`config.mk`:
```
export PLATFORM = sky130hd
export DESIGN_NAME = div_unit_flat
export DESIGN_NICKNAME = d
export VERILOG_FILES = /design/src/rtl/alu_pkg.sv /design/src/rtl/div_unit_if.sv /design/src/rtl/div_step.sv /design/src/rtl/div_unit.sv /design/src/flat_wrapper.sv
export SDC_FILE = /design/constraint.sdc
export NUM_CORES = 1
export LEC_CHECK = 0
export BUFFER_PORTS_ARGS = -buffer_cell sky130_fd_sc_hd__buf_4
export CORE_MARGIN = 3
export CORE_UTILIZATION = 65
export DETAILED_ROUTE_END_ITERATION = 12
export PLACE_DENSITY = 0.94
export RECOVER_POWER = 50
export SETUP_SLACK_MARGIN = 0.4
export SYNTH_ARGS = -nofsm -noshare
export SYNTH_HDL_FRONTEND = slang
export SYNTH_HIERARCHICAL = 1
export SYNTH_SLANG_ARGS = --single-unit
```
`constraint.sdc`:
```
create_clock -name clk -period 15.6 [get_ports clk]
set_input_delay 2.34 -clock clk [delete_from_list [all_inputs] [get_ports clk]]
set_output_delay 2.34 -clock clk [all_outputs]
set_load 0.01 [all_outputs]
```
`src/rtl/alu_pkg.sv`:
```
// Shared ALU definitions: ALUControl encodings, {N,Z,C,V} flag indices and divider FSM states.
package alu_pkg;

  localparam logic [2:0] ALU_ADD  = 3'b000;
  localparam logic [2:0] ALU_SUB  = 3'b001;
  localparam logic [2:0] ALU_AND  = 3'b010;
  localparam logic [2:0] ALU_ORR  = 3'b011;
  localparam logic [2:0] ALU_MUL  = 3'b100;
  localparam logic [2:0] ALU_SMUL = 3'b101;
  localparam logic [2:0] ALU_UMUL = 3'b110;
  localparam logic [2:0] ALU_DIV  = 3'b111;

  localparam int FLAG_N = 3;
  localparam int FLAG_Z = 2;
  localparam int FLAG_C = 1;
  localparam int FLAG_V = 0;

  typedef enum logic [1:0] {
    IDLE = 2'd0,
    RUN  = 2'd1,
    FIX  = 2'd2,
    DONE = 2'd3
  } div_state_t;

endpackage

```
`src/rtl/div_unit_if.sv`:
```
// Start/busy/done handshake and result bus between the control unit and the divider.
interface div_unit_if #(
  parameter int unsigned WIDTH = 32
);
  logic             start;
  logic             sign;
  logic [WIDTH-1:0] a;
  logic [WIDTH-1:0] b;
  logic             busy;
  logic             done;
  logic [WIDTH-1:0] Quotient;
  logic [WIDTH-1:0] Remainder;
  logic             DivZero;
  logic [3:0]       Flags;

  modport master (
    output start, sign, a, b,
    input  busy, done, Quotient, Remainder, DivZero, Flags
  );

  modport slave (
    input  start, sign, a, b,
    output busy, done, Quotient, Remainder, DivZero, Flags
  );
endinterface

```
`src/rtl/div_step.sv`:
```
// One restoring-division step: shift in the next dividend bit, trial-subtract, keep or restore.
module div_step #(
  parameter int unsigned WIDTH = 32
) (
  input  logic [WIDTH-1:0] rem,
  input  logic             dvd_msb,
  input  logic [WIDTH-1:0] divisor,
  output logic [WIDTH-1:0] next_rem,
  output logic             q_bit
);
  logic [WIDTH:0]   shifted;
  logic [WIDTH+1:0] trial;

  // Shifted remainder can reach 2*divisor, so an extra borrow bit is carried.
  assign shifted  = {rem, dvd_msb};
  assign trial    = {1'b0, shifted} - {2'b00, divisor};
  assign q_bit    = ~trial[WIDTH+1];
  assign next_rem = q_bit ? trial[WIDTH-1:0] : shifted[WIDTH-1:0];
endmodule

```
`src/rtl/div_unit.sv`:
```
// Multi-cycle radix-2 restoring divider with start/busy/done handshake and sign fix-up.
module div_unit
  import alu_pkg::*;
#(
  parameter int unsigned WIDTH = 32
) (
  input logic       clk,
  input logic       reset,
  div_unit_if.slave bus
);
  localparam int unsigned CW = $clog2(WIDTH) + 1;

  div_state_t       state_q, state_d;
  logic [CW-1:0]    count_q, count_d;
  logic [WIDTH-1:0] rem_q, rem_d;
  logic [WIDTH-1:0] dvd_q, dvd_d;      // dividend shifts out, quotient bits shift in
  logic [WIDTH-1:0] divisor_q, divisor_d;
  logic             negq_q, negq_d;
  logic             negr_q, negr_d;
  logic [WIDTH-1:0] quot_q, quot_d;
  logic [WIDTH-1:0] remout_q, remout_d;
  logic             divzero_q, divzero_d;

  logic [WIDTH-1:0] step_rem;
  logic             step_qbit;
  logic [3:0]       flags;

  div_step #(.WIDTH(WIDTH)) u_step (
    .rem      (rem_q),
    .dvd_msb  (dvd_q[WIDTH-1]),
    .divisor  (divisor_q),
    .next_rem (step_rem),
    .q_bit    (step_qbit)
  );

  always_comb begin
    state_d   = state_q;
    count_d   = count_q;
    rem_d     = rem_q;
    dvd_d     = dvd_q;
    divisor_d = divisor_q;
    negq_d    = negq_q;
    negr_d    = negr_q;
    quot_d    = quot_q;
    remout_d  = remout_q;
    divzero_d = divzero_q;
    case (state_q)
      IDLE, DONE: begin
        state_d = IDLE;
        if (bus.start) begin
          if (bus.b == '0) begin
            state_d   = DONE;
            quot_d    = '1;
            remout_d  = bus.a;
            divzero_d = 1'b1;
          end else begin
            state_d   = RUN;
            dvd_d     = (bus.sign && bus.a[WIDTH-1]) ? -bus.a : bus.a;
            divisor_d = (bus.sign && bus.b[WIDTH-1]) ? -bus.b : bus.b;
            negq_d    = bus.sign & (bus.a[WIDTH-1] ^ bus.b[WIDTH-1]);
            negr_d    = bus.sign & bus.a[WIDTH-1];
            rem_d     = '0;
            count_d   = CW'(WIDTH);
          end
        end
      end
      RUN: begin
        rem_d   = step_rem;
        dvd_d   = {dvd_q[WIDTH-2:0], step_qbit};
        count_d = count_q - 1'b1;
        if (count_q == CW'(1)) state_d = FIX;
      end
      FIX: begin
        quot_d    = negq_q ? -dvd_q : dvd_q;
        remout_d  = negr_q ? -rem_q : rem_q;
        divzero_d = 1'b0;
        state_d   = DONE;
      end
      default: state_d = IDLE;
    endcase
  end

  always_ff @(posedge clk or posedge reset) begin
    if (reset) begin
      state_q   <= IDLE;
      count_q   <= '0;
      rem_q     <= '0;
      dvd_q     <= '0;
      divisor_q <= '0;
      negq_q    <= 1'b0;
      negr_q    <= 1'b0;
      quot_q    <= '0;
      remout_q  <= '0;
      divzero_q <= 1'b0;
    end else begin
      state_q   <= state_d;
      count_q   <= count_d;
      rem_q     <= rem_d;
      dvd_q     <= dvd_d;
      divisor_q <= divisor_d;
      negq_q    <= negq_d;
      negr_q    <= negr_d;
      quot_q    <= quot_d;
      remout_q  <= remout_d;
      divzero_q <= divzero_d;
    end
  end

  always_comb begin
    flags         = '0;
    flags[FLAG_N] = quot_q[WIDTH-1];
    flags[FLAG_Z] = (quot_q == '0);
  end

  assign bus.busy      = (state_q == RUN) || (state_q == FIX);
  assign bus.done      = (state_q == DONE);
  assign bus.Quotient  = quot_q;
  assign bus.Remainder = remout_q;
  assign bus.DivZero   = divzero_q;
  assign bus.Flags     = flags;
endmodule

```
`src/flat_wrapper.sv`:
```
// flat-port wrapper written by rule: the top's interface ports become plain ports
module div_unit_flat import alu_pkg::*;
#(
  parameter int unsigned WIDTH = 32
)
  (clk, reset, bus_start, bus_sign, bus_a, bus_b, bus_busy, bus_done, bus_Quotient, bus_Remainder, bus_DivZero, bus_Flags);
  div_unit_if #(.WIDTH(WIDTH)) bus_i ();
  input logic clk;
  input logic reset;
  input wire logic [$bits(bus_i.start)-1:0] bus_start;
  input wire logic [$bits(bus_i.sign)-1:0] bus_sign;
  input wire logic [$bits(bus_i.a)-1:0] bus_a;
  input wire logic [$bits(bus_i.b)-1:0] bus_b;
  output wire logic [$bits(bus_i.busy)-1:0] bus_busy;
  output wire logic [$bits(bus_i.done)-1:0] bus_done;
  output wire logic [$bits(bus_i.Quotient)-1:0] bus_Quotient;
  output wire logic [$bits(bus_i.Remainder)-1:0] bus_Remainder;
  output wire logic [$bits(bus_i.DivZero)-1:0] bus_DivZero;
  output wire logic [$bits(bus_i.Flags)-1:0] bus_Flags;
  assign bus_i.start = bus_start;
  assign bus_i.sign = bus_sign;
  assign bus_i.a = bus_a;
  assign bus_i.b = bus_b;
  assign bus_busy = bus_i.busy;
  assign bus_done = bus_i.done;
  assign bus_Quotient = bus_i.Quotient;
  assign bus_Remainder = bus_i.Remainder;
  assign bus_DivZero = bus_i.DivZero;
  assign bus_Flags = bus_i.Flags;
  div_unit #(.WIDTH(WIDTH)) u_core (.clk(clk), .reset(reset), .bus(bus_i));
endmodule
```
==> flow_metrics.env <==
export IMPL_yosysSeqAreaShare=0.348
export IMPL_cts_setup_buffers=0
export IMPL_grt_pass1_vias=11028
export IMPL_die_y_um=143
export IMPL_cts_tree="built"
export IMPL_power_density_mw_per_mm2=178
export IMPL_pin_count=139
export IMPL_critPathCaptureType="async pin"
export IMPL_synthCells=1510
export IMPL_cellInternalPower_uw=1280
export IMPL_p_sw_frac=0.472
export IMPL_cts_max_level=4
export IMPL_wirelength_um=35000
export IMPL_start_util=0.672
export IMPL_worst_slack_ns=7.51
export IMPL_hold_slack_ns=0.483
export IMPL_ant_nets=0
export IMPL_dp_hpwl_um=25400
export IMPL_clk_latency_ns=0.44
export IMPL_ys_top_cells_by_area="dfrtp_1, nand2_1, o21ai_0"
export IMPL_p_clk_frac=0.180
export IMPL_rows=49
export IMPL_clk_path_buf_depth=2
export IMPL_fp_dieW_um=143
export IMPL_syn_avg_cell_area_um2=8.13
export IMPL_synth_flop_cell="dfrtp_1"
export IMPL_numCtsBuffers=17
export IMPL_synth_top_cell_by_area="dfrtp_1"
export IMPL_yosysWarnings=6
export IMPL_fin_crit_ns=8.09
export IMPL_grt_pass1_wl_um=55600
export IMPL_core_area_mm2=0.0183
export IMPL_cp_start_kind="primary input"
export IMPL_gp_congestion=0.974
export IMPL_seq_power_share=0.331
export IMPL_max_slew_margin=-1.97
export IMPL_synth_edff_count=0
export IMPL_fin_total_pwr_uw=2420
export IMPL_finalSetupViolations=0
export IMPL_drtIter0Drc=1327
export IMPL_drcViolationCount=0
export IMPL_synth_area_mm2=0.0123
export IMPL_hp_class="flop to flop"
export IMPL_p_comb_frac=0.489
export IMPL_via_per_inst=6.44
export IMPL_peakVddDrop_uv=255
export IMPL_cp_required_ns=15.27
export IMPL_drive_above_1_share=0.0911
export IMPL_dp_slack_ns=9.98
export IMPL_path_clk_slew_ns=0.08
export IMPL_p_leak_uw=0.00599
export IMPL_diodes=0
export IMPL_clock_sinks=171
export IMPL_globalRouteTotalUtil=0.338
export IMPL_drv_slew=174
export IMPL_wl_per_cell_um=19.1
export IMPL_drt_pass1_iter_count=8
export IMPL_status="finished with violations"
export IMPL_ys_ff_latch=171
export IMPL_grt_max_degree=101
export IMPL_critPathKind="primary input to async pin"
export IMPL_tns_ns=0
export IMPL_critPathArrivalTime_ns=7.77
export IMPL_cp_max_fo=100
export IMPL_yosys_cell_types_count=76
export IMPL_portBuffers=136
export IMPL_worstMarginPinSlew_ns=4.43
export IMPL_die_area_mm2=0.0206
export IMPL_yosysTopAreaCellShare=0.348
export IMPL_fin_nets=1700
export IMPL_vias=11789
export IMPL_fin_util=0.745
export IMPL_antenna_found_initial=0
export IMPL_area_growth_pct=10.8
export IMPL_cts_resized=0
export IMPL_fmax_mhz=124
export IMPL_grt_overflow_total=0
export IMPL_period_share=0.519
export IMPL_finalHoldViolations=0
export IMPL_switchingPower_uw=1140
export IMPL_violations="max-capacitance violations, max-slew violations"
export IMPL_max_cap_violations=2
export IMPL_skew_ns=0.0119
export IMPL_hold_buffers=0
export IMPL_grt_setup_unrepaired="false"
export IMPL_synthArstFlopShare=1.00
export IMPL_cts_root_buf="clkbuf_16"
## layout by cell type (no fill, tap or decap), types with 17 or more instances in the layout
cell and count:
nand2_1 207, dfrtp_1 171, nor2_1 144, o21ai_0 132, a21oi_1 112, buf_4 74
xnor2_1 70, clkbuf_1 69, xor2_1 66, inv_1 60, nand3_1 51, o31ai_1 39
ha_1 39, mux2i_1 38, nor4_1 22, o41ai_1 22, nor3_1 22, o21ai_1 21
a21o_1 20, or3_1 19, clkbuf_16 17, or4_1 17
## layer usage
metal,part of all wire,global-route usage,wire length (um),vias to the layer above
met4,0.030,0.113,1040,0
met1,0.41,0.465,14400,5510
met2,0.46,0.542,16200,669
li1,-,-,-,5532
met5,0,0,0,-
met3,0.098,0.0642,3430,78
## cells in the mapped netlist (23+ instances only)
cell type and n:
nand2_1 207, buf_2 23, a21oi_1 112, inv_1 61
xor2_1 66, ha_1 41, xnor2_1 70, nor2_1 145
mux2i_1 38, nand3_1 51, dfrtp_1 171, o21ai_0 132
o31ai_1 39, clkbuf_1 44
## layout make-up
class,instances,area (um2)
inverters,62,234
flip-flops and latches,171,4280
repair buffers,144,822
fillers,1432,4660
well taps,229,287
multi-input cells,1194,7380
clock buffers,17,425
clock inverters,15,180
## state kept, by name, indices dropped and copies added (netlist names)
signal and flops:
u_core/rem_q 32, u_core/dvd_q 32, u_core/divisor_q 32, u_core/negr_q 1
u_core/bus.Quotient 32, u_core/state_q 2, u_core/bus.DivZero 1, u_core/count_q 6
u_core/bus.Remainder 32, u_core/negq_q 1
## worst paths after layout
check / from / end / slack, ns / depth (start not counted)
hold reg to reg: u_core/bus.Remainder[27] / u_core/bus.Remainder[27] / 0.48 / 2
setup / recovery: reset / u_core/divisor_q[22] / 7.51 / 3
min in group asynchronous: reset / u_core/bus.Remainder[24] / 3.23 / 2
max in group clk: bus_b[0] / u_core/bus.Quotient[14] / 10.36 / 8
setup reg to reg: u_core/rem_q[5] / u_core/rem_q[29] / 12.30 / 11
hold / removal: u_core/bus.Remainder[27] / u_core/bus.Remainder[27] / 0.48 / 2
## cells by family after synthesis
kind of cell / after synthesis / share of synthesized area
AND/OR/NAND/NOR: 543 / 0.204
flip-flops: 171 / 0.348
multiplexers: 49 / 0.0426
adder cells (fa/ha/maj): 42 / 0.0434
buffers and inverters: 146 / 0.0519
AO/OA/AOI/OAI: 422 / 0.213
other: 1 / 0.000305
XOR/XNOR: 136 / 0.0970
## critical path, cell delays in order
cell and delay [ns]:
clkbuf_4 0.11, clkinvlp_2 2.42, clkbuf_1 2.82
## per-stage QoR
step | instances | area (um2)
global placement | 1800 | 13300
CTS | 1832 | 13900
detailed placement | 1800 | 13300
floorplan | 1511 | 12300
global route | 1832 | 13600
finish | 1832 | 13600
## power by group through the flow
stage	Clock [uW]	Sequential (uW)	Combinational, uW
3_3_place_gp	0	795	1180
3_5_place_dp	0	805	1220
6_report	438	802	1190
5_1_grt	460	824	1310
4_1_cts	440	799	1230
2_1_floorplan	0	782	871
Note: power is estimated with default switching activity, not from simulation.
